**config.mk**
```make
export PLATFORM = sky130hd
export DESIGN_NAME = game_controller_flat
export DESIGN_NICKNAME = d
export VERILOG_FILES = /design/src/rtl/game_controller_if.sv /design/src/rtl/game_controller.sv /design/src/flat_wrapper.sv
export SDC_FILE = /design/constraint.sdc
export NUM_CORES = 1
export LEC_CHECK = 0
export BUFFER_PORTS_ARGS = -buffer_cell sky130_fd_sc_hd__buf_2
export CAP_MARGIN = 20
export CORE_ASPECT_RATIO = 0.8
export CORE_MARGIN = 4
export CORE_UTILIZATION = 64
export CTS_BUF_LIST = sky130_fd_sc_hd__clkbuf_8
export DETAILED_ROUTE_END_ITERATION = 6
export PLACE_DENSITY = 0.84
export SETUP_SLACK_MARGIN = 0.15
export SLEW_MARGIN = 20
export SYNTH_ARGS = -nofsm -noshare
export SYNTH_HDL_FRONTEND = slang
export SYNTH_SLANG_ARGS = --single-unit
```
**constraint.sdc**
```tcl
create_clock -name pclk -period 3.1 [get_ports pclk]
set_clock_uncertainty 0.2 [all_clocks]
set_input_delay 0.31 -clock pclk [delete_from_list [all_inputs] [get_ports pclk]]
set_output_delay 0.31 -clock pclk [all_outputs]
set_load 0.005 [all_outputs]
```
**src/rtl/game_controller_if.sv**
```systemverilog
// game_controller_if: bundles the rally sequencer's event inputs and match-state outputs.
//   master : the environment side (physics, judge, mouse). It drives the events and reads the match state.
//   slave  : the sequencer side. It reads the events and drives the match state.
// Event inputs : frame_tick, click_p1, click_p2, floor_hit, ball_side, touch_p1, touch_p2
// State outputs: state, physics_en, ball_reset, serve_side, score_p1, score_p2, winner
interface game_controller_if;
    logic       frame_tick;
    logic       click_p1;
    logic       click_p2;
    logic       floor_hit;
    logic       ball_side;
    logic       touch_p1;
    logic       touch_p2;
    logic [2:0] state;
    logic       physics_en;
    logic       ball_reset;
    logic       serve_side;
    logic [3:0] score_p1;
    logic [3:0] score_p2;
    logic       winner;

    modport master (
        output frame_tick, click_p1, click_p2, floor_hit, ball_side, touch_p1, touch_p2,
        input  state, physics_en, ball_reset, serve_side, score_p1, score_p2, winner
    );

    modport slave (
        input  frame_tick, click_p1, click_p2, floor_hit, ball_side, touch_p1, touch_p2,
        output state, physics_en, ball_reset, serve_side, score_p1, score_p2, winner
    );
endinterface

```
**src/rtl/game_controller.sv**
```systemverilog
// game_controller: rally sequencer for the volleyball game.
// It owns the match state (idle, serve, play, point pause, game over).
// It counts the scores and the consecutive touches of each side.
// It tells the physics and drawing blocks when to reset, run or freeze.
// Ports:
//   pclk : 65 MHz pixel clock. All logic runs on its rising edge.
//   rst  : synchronous reset, active low.
//   gif  : slave side of game_controller_if (event inputs, registered match-state outputs).
module game_controller #(
    parameter int WIN_SCORE    = 15,
    parameter int MAX_TOUCHES  = 3,
    parameter int POINT_FRAMES = 90,
    parameter int SERVE_FRAMES = 180
) (
    input  logic              pclk,
    input  logic              rst,
    game_controller_if.slave  gif
);
    localparam int TW = $clog2(MAX_TOUCHES + 1);

    typedef enum logic [2:0] {
        ST_IDLE  = 3'd0,
        ST_SERVE = 3'd1,
        ST_PLAY  = 3'd2,
        ST_POINT = 3'd3,
        ST_OVER  = 3'd4
    } state_t;

    state_t        state_r, state_s;
    logic          physics_en_r, physics_en_s;
    logic          ball_reset_r, ball_reset_s;
    logic          serve_side_r, serve_side_s;
    logic [3:0]    score_p1_r, score_p1_s;
    logic [3:0]    score_p2_r, score_p2_s;
    logic          winner_r, winner_s;
    logic [TW-1:0] touch_cnt_r, touch_cnt_s;
    logic          last_touch_r, last_touch_s;
    logic [7:0]    frame_cnt_r, frame_cnt_s;
    logic          click_p1_r, click_p2_r;

    logic          edge_p1_s, edge_p2_s;
    logic          award_s, scorer_s;
    logic [TW-1:0] play_cnt_s;
    logic          play_last_s;
    logic          toucher_s;
    logic [3:0]    new_score_s;

    // Scores stop at the top of their 4-bit range instead of wrapping.
    function automatic logic [3:0] sat_inc(input logic [3:0] v);
        return (v == 4'hF) ? v : v + 4'd1;
    endfunction

    // Click edges compare the button level against its value one cycle earlier.
    always_comb begin
        edge_p1_s = gif.click_p1 & ~click_p1_r;
        edge_p2_s = gif.click_p2 & ~click_p2_r;
    end

    // Rally judging in PLAY: floor hits beat touches, at most one point per cycle.
    always_comb begin
        award_s     = 1'b0;
        scorer_s    = 1'b0;
        play_cnt_s  = touch_cnt_r;
        play_last_s = last_touch_r;
        // A simultaneous double touch is credited to the player whose half holds the ball.
        toucher_s   = (gif.touch_p1 & gif.touch_p2) ? gif.ball_side : gif.touch_p2;
        if (gif.floor_hit) begin
            award_s  = 1'b1;
            scorer_s = ~gif.ball_side;
        end else if (gif.touch_p1 | gif.touch_p2) begin
            if (toucher_s == last_touch_r) begin
                if (touch_cnt_r >= TW'(MAX_TOUCHES)) begin
                    award_s  = 1'b1;
                    scorer_s = ~toucher_s;
                end else begin
                    play_cnt_s = touch_cnt_r + {{(TW-1){1'b0}}, 1'b1};
                end
            end else begin
                play_cnt_s  = {{(TW-1){1'b0}}, 1'b1};
                play_last_s = toucher_s;
            end
        end else begin
            award_s = 1'b0;
        end
        new_score_s = scorer_s ? sat_inc(score_p2_r) : sat_inc(score_p1_r);
    end

    // Next-state and next-output logic of the match FSM.
    always_comb begin
        state_s      = state_r;
        ball_reset_s = 1'b0;
        serve_side_s = serve_side_r;
        score_p1_s   = score_p1_r;
        score_p2_s   = score_p2_r;
        winner_s     = winner_r;
        touch_cnt_s  = touch_cnt_r;
        last_touch_s = last_touch_r;
        frame_cnt_s  = frame_cnt_r;
        case (state_r)
            ST_IDLE: begin
                if (edge_p1_s | edge_p2_s) begin
                    state_s      = ST_SERVE;
                    score_p1_s   = 4'd0;
                    score_p2_s   = 4'd0;
                    serve_side_s = 1'b0;
                    ball_reset_s = 1'b1;
                    frame_cnt_s  = 8'd0;
                end else begin
                    state_s = ST_IDLE;
                end
            end
            ST_SERVE: begin
                // The tick that brings the count to SERVE_FRAMES launches the serve in the same edge.
                if ((serve_side_r ? edge_p2_s : edge_p1_s) ||
                    (gif.frame_tick && (frame_cnt_r == 8'(SERVE_FRAMES - 1)))) begin
                    state_s      = ST_PLAY;
                    frame_cnt_s  = 8'd0;
                    touch_cnt_s  = {TW{1'b0}};
                    last_touch_s = 1'b0;
                end else if (gif.frame_tick) begin
                    frame_cnt_s = frame_cnt_r + 8'd1;
                end else begin
                    frame_cnt_s = frame_cnt_r;
                end
            end
            ST_PLAY: begin
                if (award_s) begin
                    if (scorer_s) begin
                        score_p2_s = new_score_s;
                    end else begin
                        score_p1_s = new_score_s;
                    end
                    serve_side_s = scorer_s;
                    frame_cnt_s  = 8'd0;
                    if (new_score_s >= 4'(WIN_SCORE)) begin
                        state_s  = ST_OVER;
                        winner_s = scorer_s;
                    end else begin
                        state_s = ST_POINT;
                    end
                end else begin
                    touch_cnt_s  = play_cnt_s;
                    last_touch_s = play_last_s;
                end
            end
            ST_POINT: begin
                if (gif.frame_tick && (frame_cnt_r == 8'(POINT_FRAMES - 1))) begin
                    state_s      = ST_SERVE;
                    ball_reset_s = 1'b1;
                    frame_cnt_s  = 8'd0;
                end else if (gif.frame_tick) begin
                    frame_cnt_s = frame_cnt_r + 8'd1;
                end else begin
                    frame_cnt_s = frame_cnt_r;
                end
            end
            ST_OVER: begin
                // Scores stay on screen through IDLE until the next serve clears them.
                if (edge_p1_s | edge_p2_s) begin
                    state_s = ST_IDLE;
                end else begin
                    state_s = ST_OVER;
                end
            end
            default: begin
                state_s = ST_IDLE;
            end
        endcase
        physics_en_s = (state_s == ST_PLAY);
    end

    // State and output registers. The active-low reset wins over every event.
    always_ff @(posedge pclk) begin
        if (!rst) begin
            state_r      <= ST_IDLE;
            physics_en_r <= 1'b0;
            ball_reset_r <= 1'b0;
            serve_side_r <= 1'b0;
            score_p1_r   <= 4'd0;
            score_p2_r   <= 4'd0;
            winner_r     <= 1'b0;
            touch_cnt_r  <= {TW{1'b0}};
            last_touch_r <= 1'b0;
            frame_cnt_r  <= 8'd0;
            click_p1_r   <= 1'b0;
            click_p2_r   <= 1'b0;
        end else begin
            state_r      <= state_s;
            physics_en_r <= physics_en_s;
            ball_reset_r <= ball_reset_s;
            serve_side_r <= serve_side_s;
            score_p1_r   <= score_p1_s;
            score_p2_r   <= score_p2_s;
            winner_r     <= winner_s;
            touch_cnt_r  <= touch_cnt_s;
            last_touch_r <= last_touch_s;
            frame_cnt_r  <= frame_cnt_s;
            click_p1_r   <= gif.click_p1;
            click_p2_r   <= gif.click_p2;
        end
    end

    assign gif.state      = state_r;
    assign gif.physics_en = physics_en_r;
    assign gif.ball_reset = ball_reset_r;
    assign gif.serve_side = serve_side_r;
    assign gif.score_p1   = score_p1_r;
    assign gif.score_p2   = score_p2_r;
    assign gif.winner     = winner_r;
endmodule

```
**src/flat_wrapper.sv**
```systemverilog
// flat-port wrapper written by rule: the top's interface ports become plain ports
module game_controller_flat 
#(
    parameter int WIN_SCORE    = 15,
    parameter int MAX_TOUCHES  = 3,
    parameter int POINT_FRAMES = 90,
    parameter int SERVE_FRAMES = 180
)
  (pclk, rst, gif_frame_tick, gif_click_p1, gif_click_p2, gif_floor_hit, gif_ball_side, gif_touch_p1, gif_touch_p2, gif_state, gif_physics_en, gif_ball_reset, gif_serve_side, gif_score_p1, gif_score_p2, gif_winner);
  game_controller_if gif_i ();
  input  logic pclk;
  input  logic rst;
  input wire logic [$bits(gif_i.frame_tick)-1:0] gif_frame_tick;
  input wire logic [$bits(gif_i.click_p1)-1:0] gif_click_p1;
  input wire logic [$bits(gif_i.click_p2)-1:0] gif_click_p2;
  input wire logic [$bits(gif_i.floor_hit)-1:0] gif_floor_hit;
  input wire logic [$bits(gif_i.ball_side)-1:0] gif_ball_side;
  input wire logic [$bits(gif_i.touch_p1)-1:0] gif_touch_p1;
  input wire logic [$bits(gif_i.touch_p2)-1:0] gif_touch_p2;
  output wire logic [$bits(gif_i.state)-1:0] gif_state;
  output wire logic [$bits(gif_i.physics_en)-1:0] gif_physics_en;
  output wire logic [$bits(gif_i.ball_reset)-1:0] gif_ball_reset;
  output wire logic [$bits(gif_i.serve_side)-1:0] gif_serve_side;
  output wire logic [$bits(gif_i.score_p1)-1:0] gif_score_p1;
  output wire logic [$bits(gif_i.score_p2)-1:0] gif_score_p2;
  output wire logic [$bits(gif_i.winner)-1:0] gif_winner;
  assign gif_i.frame_tick = gif_frame_tick;
  assign gif_i.click_p1 = gif_click_p1;
  assign gif_i.click_p2 = gif_click_p2;
  assign gif_i.floor_hit = gif_floor_hit;
  assign gif_i.ball_side = gif_ball_side;
  assign gif_i.touch_p1 = gif_touch_p1;
  assign gif_i.touch_p2 = gif_touch_p2;
  assign gif_state = gif_i.state;
  assign gif_physics_en = gif_i.physics_en;
  assign gif_ball_reset = gif_i.ball_reset;
  assign gif_serve_side = gif_i.serve_side;
  assign gif_score_p1 = gif_i.score_p1;
  assign gif_score_p2 = gif_i.score_p2;
  assign gif_winner = gif_i.winner;
  game_controller #(.WIN_SCORE(WIN_SCORE), .MAX_TOUCHES(MAX_TOUCHES), .POINT_FRAMES(POINT_FRAMES), .SERVE_FRAMES(SERVE_FRAMES)) u_core (.pclk(pclk), .rst(rst), .gif(gif_i));
endmodule
```
# == After elaboration in Yosys (flattened, before gate mapping) ==
# Cells that the tools add are included.
# totals
in_bits,9
ff_bits,28
output_inout_bits,15
# classes
muxes,52
n_addsub,4
bitwise,9
eq_ne,20
order_cmp,2
reduce_logical,14
# op_table
op,count
$mux W8,5
$mux W4,8
$pmux W8 S4,1
$mux W1,20
$pmux W4 S2,2
$mux W3,5
$pmux W3 S5,1
$mux W2,6
$reduce_and A6 Y1,2
$ne A2 B1 Y1 const B,5
$eq A3 B2 Y1 const B,3
$reduce_and A3 Y1,3
$add A4 B1 Y4 const B,2
$add A8 B1 Y8 const B,1
$eq A4 B4 Y1 const B,2
$eq A8 B7 Y1 const B,1
$eq A8 B8 Y1 const B,1
$ne A2 B2 Y1 const B,4
$reduce_and A4 Y1,2
$pmux W1 S2,3
$ge A4 B4 Y1 const B,1
$not A1 Y1,4
$pmux W2 S2,1
$reduce_bool A2 Y1,2
other kinds (12),16

# == Depth between registers and ports, before layout ==
# Gate-level depths: netlist of the first run.
# depth
word_depth,13
mapped_depth,7
depth_no_buf,7

# == Least setup slack after synthesis of the first run ==
# No wires, ideal clock.
# synth_timing
path_type,reg2reg
startpoint,register u_core.touch_cnt_r[0]
endpoint,register u_core.score_p1_r[0] (netlist: u_core.gif.score_p1[0])
n_path_buf,0
required_time_ns,2.777
stages_incl_launch_ff,8
arrival_time_ns,1.632
path_slack_ns,1.145
path_cell_list,dfxtp_1 ha_1 and3b_1 o21a_4 a2111oi_4 o21ai_2 a31oi_2 o22ai_1
# synth_via
elab_chain_cells,9
word_cells_on_any_way,16
classes_between,order compare (1); eq/ne (2); mux (12); reduce/logical (1)
# synth_rtl
element,line,rtl
start: declaration,game_controller.sv:36,"logic [TW-1:0] touch_cnt_r, touch_cnt_s;"
start signal: assignment,game_controller.sv:182,touch_cnt_r <= {TW{1'b0}};
start signal: assignment,game_controller.sv:195,touch_cnt_r <= touch_cnt_s;
$ge A2 B2 Y1 *,game_controller.sv:72,if (touch_cnt_r >= TW'(MAX_TOUCHES)) begin
$mux W1,game_controller.sv:72,
$mux W1,game_controller.sv:71,if (toucher_s == last_touch_r) begin
$mux W1,game_controller.sv:70,end else if (gif.touch_p1 | gif.touch_p2) begin
$mux W1,game_controller.sv:67,if (gif.floor_hit) begin
$mux W4,game_controller.sv:85,new_score_s = scorer_s ? sat_inc(score_p2_r) : sat_inc(score_p1_r);
$mux W4,game_controller.sv:128,if (scorer_s) begin
$mux W4,game_controller.sv:127,if (award_s) begin
$pmux W4 S2,game_controller.sv:99,case (state_r)
end signal: assignment,game_controller.sv:192,score_p1_r <= score_p1_s;
end: declaration,game_controller.sv:33,"logic [3:0] score_p1_r, score_p1_s;"
# Every way passes the cells marked *; elsewhere a longest branch is shown, timed or not. The select of a mux whose other input is x is not followed.
# A chain may end at the register's enable or synchronous reset.

# == Final worst setup path of the first run ==
# layout_timing
startpoint,register u_core.state_r[1] (netlist: u_core.gif.state[1])
endpoint,register u_core.last_touch_r
# layout_via
elab_chain_cells,3
word_cells_on_any_way,10
classes_between,eq/ne (7); mux (1); reduce/logical (2)
# layout_rtl
element,line,rtl
start: declaration,game_controller.sv:29,"state_t state_r, state_s;"
start signal: assignment,game_controller.sv:188,state_r <= state_s;
$eq A3 B2 Y1 or $eq A3 B1 Y1 (tied branches),game_controller.sv:99,
"$ne A2 B2 Y1 (no source line), or another cell as far along",-,
$reduce_and A6 Y1 (no source line),-,
end signal: assignment,game_controller.sv:196,last_touch_r <= last_touch_s;
end: declaration,game_controller.sv:37,"logic last_touch_r, last_touch_s;"
# Parallel ways exist; a longest one is shown, timed or not.

==> impl_metrics.env, run 1 <==
export IMPL_run_status="completed"
export IMPL_fp_dieW_microns=66.97
export IMPL_final_cell_mix="dfxtp_1 (28), buf_2 (23), nor2_1 (21)"
export IMPL_die_y_microns=55.18
export IMPL_fin_cells=266
export IMPL_yosysUniqueCellTypes=55
export IMPL_setup_viol=0
export IMPL_leakage_nw=0.7612
export IMPL_crit_fanout=19
export IMPL_ys_async_sr_fraction_pct=0
export IMPL_cts_resized=0
export IMPL_max_freq_mhz=428.2
export IMPL_fin_crit_ns=2.335
export IMPL_wirelength_mm=4.304
export IMPL_ir_drop_v=0.0003648
export IMPL_dpl_worst_slack_ns=0.8204
export IMPL_drt_pass1_iter_count=5
export IMPL_start_kind="register"
export IMPL_cts_tree="yes"
export IMPL_hold_viol=0
export IMPL_drc=0
export IMPL_dpl_hpwl_mm=3.174
export IMPL_clockBufferDepth=2
export IMPL_grt_first_pass_wirelength_mm=6.920
export IMPL_report_power_total_mw=0.8149
export IMPL_grt_ovfl_total=0
export IMPL_core_sq_mm=0.002542
export IMPL_grt_pass1_vias=1463
export IMPL_cp_end_kind="register"
export IMPL_insertion_delay_ns=0.28
export IMPL_power_density_mw_per_mm2=414.6
export IMPL_vias=1677
export IMPL_synth_fp_nets=226
export IMPL_syn_to_final_growth_pct=10.40
export IMPL_synth_edff_count=0
export IMPL_diodes=0
export IMPL_synth_seq_area_share_pct=31.48
export IMPL_slew_violations=0
export IMPL_reg2reg_slack_ns=0.76
export IMPL_worstMarginPinSlew_ns=0.6101
export IMPL_period_share_pct=75.33
export IMPL_slew_headroom_pct=59.27
export IMPL_antenna_found_initial=0
export IMPL_syn_area_per_cell_sq_um=8.398
export IMPL_crit_type="reg2reg"
export IMPL_pin_count=24
export IMPL_dpl_cell_area_sq_mm=0.001894
export IMPL_clock_root_buffer="clkbuf_8"
export IMPL_yosys_warnings=0
export IMPL_dieArea_sq_mm=0.003695
export IMPL_crit_required_ns=3.09
export IMPL_syn_inst=212
export IMPL_ys_flop_type="dfxtp_1"
export IMPL_grt_use_total_pct=25.00
export IMPL_critPathArrivalTime_ns=2.33
export IMPL_htreeDepth=1
export IMPL_drive_gt1_share_pct=19.13
export IMPL_wl_per_cell_microns=16.18
export IMPL_setup_slack_ns=0.7648
export IMPL_initial_core_util_pct=70.03
export IMPL_numCtsBuffers=3
export IMPL_final_common_cell="dfxtp_1"
export IMPL_cts_sinks=28
export IMPL_grt_max_degree=25
export IMPL_clk_pin_slew_ns=0.10
export IMPL_vias_per_cell=6.305
export IMPL_syn_area_sq_mm=0.001780
export IMPL_antenna_left=0
export IMPL_place_gp_congestion=0.8305
export IMPL_fin_area_sq_mm=0.001966
export IMPL_ys_ff_latch=28
export IMPL_drt_iter0_drc=190
export IMPL_holdWs_ns=0.04269
export IMPL_placed_cells=262
export IMPL_rsz0062_at_grt="no"
export IMPL_post_cts_setup_buffer_count=0
export IMPL_ctsHoldBuffers=0
export IMPL_fin_nets=245
export IMPL_setup_tns_ns=0
export IMPL_post_route_util_pct=77.31
export IMPL_hold_path_class="in2reg"
export IMPL_rows=16
export IMPL_maxCapViolCount=0
export IMPL_io_buffers=23
kinds of logic (layout without fill, tap and decap cells):
| group | after synthesis | in the layout | synth area share (%) |
|---|---|---|---|
| buffers and inverters | 13 | 31 | 3.443 |
| adder cells (fa/ha/maj) | 5 | 5 | 3.514 |
| multiplexers | 3 | 3 | 1.827 |
| AND/OR/NAND/NOR | 100 | 100 | 30.22 |
| XOR/XNOR | 10 | 10 | 4.920 |
| AO/OA/AOI/OAI | 53 | 53 | 24.60 |
| flip-flops | 28 | 28 | 31.48 |
area by class of cell:
cell class,count,area [sq um]
flip-flops and latches,28,560.5
repair buffers,23,115.1
well taps,36,45.04
inverters,4,15.01
clock inverters,1,30.03
multi-input cells,171,1159
fillers,184,576.8
clock buffers,3,41.29
synthesized netlist by cell type (2+ instances only):
library cell  instances  share of area (%)
xor2_1                8                3.9
a21oi_1               8                2.2
ha_1                  5                3.5
nand3_1              12                3.4
xnor2_1               2               0.98
nand4_1               6                2.1
o31ai_4               2                2.4
nor2b_1               7                2.5
and3_1                4                1.4
nor3b_1               4                1.7
o21ai_0               8                2.2
and4_1                3                1.5
nor3_1                4                1.1
a31oi_1               2               0.70
a21boi_0              4                1.7
and2_1                5                1.8
o22ai_1               3                1.1
nand2b_1              5                1.8
a32oi_1               2               0.98
o21ai_1               2               0.56
dfxtp_1              28                 31
o211ai_1              2               0.84
a211oi_2              2                1.4
nor2_1               21                4.4
clkbuf_1              6                1.3
and2b_1               2               0.84
inv_1                 4               0.84
nand2_1              20                4.2
mux2_2                2                1.3
o21ai_2               4                2.0
layer usage:
| layer | track usage (%) | part of all wire, % | vias to the layer above |
|---|---|---|---|
| li1 | - | - | 808 |
| met3 | 6.061 | 8.8 | 6 |
| met1 | 36.15 | 47 | 772 |
| met5 | 0 | 0 | - |
| met4 | 4.377 | 0.51 | 0 |
| met2 | 38.16 | 44 | 91 |
worst paths after layout:
path	to	startpoint	cells after the start
hold / removal	u_core.click_p2_r	gif_click_p2	2
setup reg to reg	u_core.last_touch_r	u_core.gif.state[1]	5
hold reg to reg	u_core.gif.winner	u_core.gif.winner	2
setup / recovery	u_core.last_touch_r	u_core.gif.state[1]	5
critical path, cell delays in order (launching register included):
cell and delay, ns:
dfxtp_1 0.72, nor3b_1 0.38, o21ai_0 0.21, a211oi_2 0.43
nand3_1 0.16, o21ai_0 0.13
registers in the layout (all words and copies together) (netlist names), 2 cells and up:
register and count:
u_core.gif.state 3, u_core.gif.score_p1 4, u_core.touch_cnt_r 2, u_core.gif.score_p2 4, u_core.frame_cnt_r 8
report_power, final:
group / leakage [nW] / switching, mW / total [mW] / internal [mW]
logic: 0.499 / 0.0804 / 0.133 / 0.0527
registers: 0.227 / 0.0193 / 0.389 / 0.370
clock network: 0.0357 / 0.119 / 0.293 / 0.173
Power figures use the tool's default switching activity.
==> run 2: changes to the inputs <==
--- a/config.mk
+++ b/config.mk
@@ -9,10 +9,10 @@
 export CAP_MARGIN = 20
 export CORE_ASPECT_RATIO = 0.8
 export CORE_MARGIN = 4
-export CORE_UTILIZATION = 64
+export CORE_UTILIZATION = 59
 export CTS_BUF_LIST = sky130_fd_sc_hd__clkbuf_8
 export DETAILED_ROUTE_END_ITERATION = 6
-export PLACE_DENSITY = 0.84
+export PLACE_DENSITY = 0.78
 export SETUP_SLACK_MARGIN = 0.15
 export SLEW_MARGIN = 20
 export SYNTH_ARGS = -nofsm -noshare
==> constraint.sdc (replaced) <==
create_clock -name pclk -period 2.18 [get_ports pclk]
set_clock_uncertainty 0.2 [all_clocks]
set_input_delay 0.218 -clock pclk [delete_from_list [all_inputs] [get_ports pclk]]
set_output_delay 0.218 -clock pclk [all_outputs]
set_load 0.005 [all_outputs]
==> impl_metrics.env, run 2 (same netlist as run 1, synthesis figures left out) <==
export IMPL_fp_dieW_microns=69.42
export IMPL_max_freq_mhz=502.8
export IMPL_cp_end_kind="register"
export IMPL_cts_tree="yes"
export IMPL_grt_ovfl_total=0
export IMPL_diodes=0
export IMPL_r2r_start="u_core.touch_cnt_r[0]"
export IMPL_setup_tns_ns=0
export IMPL_p_clk_share_pct=34.3
export IMPL_largest_register_ffs=8
export IMPL_drive_gt1_share_pct=26.75
export IMPL_setup_slack_ns=0.1910
export IMPL_vias_per_cell=6.128
export IMPL_dpl_hpwl_mm=3.214
export IMPL_critPathMaxStageDelay_ns=0.35
export IMPL_fin_nets=258
export IMPL_pin_count=24
export IMPL_dpl_worst_slack_ns=0.1123
export IMPL_clockBufferDepth=2
export IMPL_critPathArrivalTime_ns=1.95
export IMPL_power_density_mw_per_mm2=556.6
export IMPL_run_status="completed"
export IMPL_rows=17
export IMPL_slew_violations=0
export IMPL_antenna_found_initial=0
export IMPL_worstSetupStartpoint="u_core.touch_cnt_r[0]"
export IMPL_slew_headroom_pct=68.30
export IMPL_worstMarginPinSlew_ns=0.4756
export IMPL_final_common_cell="dfxtp_1"
export IMPL_grt_first_pass_wirelength_mm=7.355
export IMPL_cts_sinks=28
export IMPL_numCtsBuffers=3
export IMPL_crit_type="reg2reg"
export IMPL_final_cell_mix="dfxtp_1 (24), buf_2 (23), nor2_1 (21)"
export IMPL_wirelength_mm=4.417
export IMPL_start_kind="register"
export IMPL_wl_per_cell_microns=15.72
export IMPL_report_power_total_mw=1.182
export IMPL_syn_to_final_growth_pct=19.26
export IMPL_place_gp_congestion=0.8996
export IMPL_crit_fanout=6
export IMPL_ir_drop_v=0.0005527
export IMPL_worstPathCellList="ha_4 -> and3b_2 -> o21a_4 -> a2111oi_4 -> o21ai_2 -> a31oi_2 -> o22ai_1"
export IMPL_hold_start="rst"
export IMPL_htreeDepth=1
export IMPL_die_y_microns=57.14
export IMPL_rsz0062_at_grt="yes"
export IMPL_hold_viol=0
export IMPL_grt_use_total_pct=22.21
export IMPL_cp_slowest_cell="dfxtp_2"
export IMPL_power_frac_seq_pct=45.6
export IMPL_drc=0
export IMPL_leakage_nw=0.8386
export IMPL_grt_pass1_vias=1615
export IMPL_swShare_pct=26.35
export IMPL_setup_viol=0
export IMPL_antenna_left=0
export IMPL_drt_iter0_drc=93
export IMPL_fin_crit_ns=1.989
export IMPL_maxCapViolCount=0
export IMPL_regMostFlops="u_core.frame_cnt_r"
export IMPL_clock_root_buffer="clkbuf_8"
export IMPL_grt_max_degree=24
export IMPL_core_sq_mm=0.002829
export IMPL_switchingPower_mw=0.3114
export IMPL_holdWs_ns=0.07096
export IMPL_p_int_mw=0.8704
export IMPL_dieArea_sq_mm=0.003966
export IMPL_crit_required_ns=2.14
export IMPL_combPwrFrac_pct=20.1
export IMPL_vias=1722
export IMPL_clk_pin_slew_ns=0.10
export IMPL_insertion_delay_ns=0.27
export IMPL_io_buffers=23
export IMPL_period_share_pct=91.24
export IMPL_hold_path_class="in2reg"
export IMPL_initial_core_util_pct=62.94
export IMPL_drt_pass1_iter_count=4
## run 2: cell count changes in the layout (fill, tap and decap cells not counted), moves of 2 or more
cell and change:
dfxtp_2 +2, dlygate4sd3_1 +2, dfxtp_4 +2, dfxtp_1 -4
buf_4 +11, ha_1 -2
## run 2: cell type report
cell class	instances	area (sq um)
Multi-Input combinational cell	171	1201
Inverter	4	15.01
Timing Repair Buffer	36	217.7
Sequential cell	28	570.5
Tap cell	38	47.55
Clock inverter	1	30.03
Fill cell	208	705.7
Clock buffer	3	41.29
## run 2: what timing repair did
item / 4_1_cts / 5_1_grt
pin swaps: 1 / 6
cloned: 0 / 0
resized for setup: 5 / 9
hold buffers: 2 / 0
hold endpoints to repair: 2 / 0
buffers inserted: 0 / 3
setup endpoints to repair: 5 / 20
## run 2: worst paths after layout
kind | slack, ns | endpoint | depth (start not counted)
worst max-delay path | 0.19 | u_core.gif.score_p1[0] | 7
worst min-delay path | 0.07 | u_core.gif.state[1] | 3
worst max register to register | 0.19 | u_core.gif.score_p1[0] | 7
worst min register to register | 0.27 | u_core.gif.winner | 2
## run 2: metal layers
metal | vias to the layer above | track usage, % | routed length, microns
li1 | 839 | - | -
met1 | 800 | 29.68 | 2039
met2 | 79 | 37.91 | 2012
met3 | 4 | 4.577 | 338
met4 | 0 | 3.621 | 26
met5 | - | 0 | 0
## run 2: power by group through the flow
stage / sequential, mW / clock [mW] / combinational, mW
4_1_cts: 0.541 / 0.415 / 0.223
6_report: 0.539 / 0.406 / 0.237
5_1_grt: 0.541 / 0.438 / 0.258
3_3_place_gp: 0.551 / 0 / 0.209
2_1_floorplan: 0.549 / 0 / 0.153
3_5_place_dp: 0.552 / 0 / 0.217
## run 2: through the flow
step | instances | instance area, sq um | utilization [%]
2_1_floorplan | 212 | 1780 | -
3_3_place_gp | 272 | 1957 | 69.17
3_5_place_dp | 272 | 1957 | 69.17
4_1_cts | 278 | 2056 | 72.67
5_1_grt | 281 | 2123 | 75.06
6_report | 281 | 2123 | 75.06
## run 2: critical path: cells and delay by family, from the launching register on
family	cells	cell delay (ns)
AOI/OAI and AO/OA	5	0.93
DFF	1	0.35
and+or+nand+nor	1	0.22
adders and majority gates	1	0.16
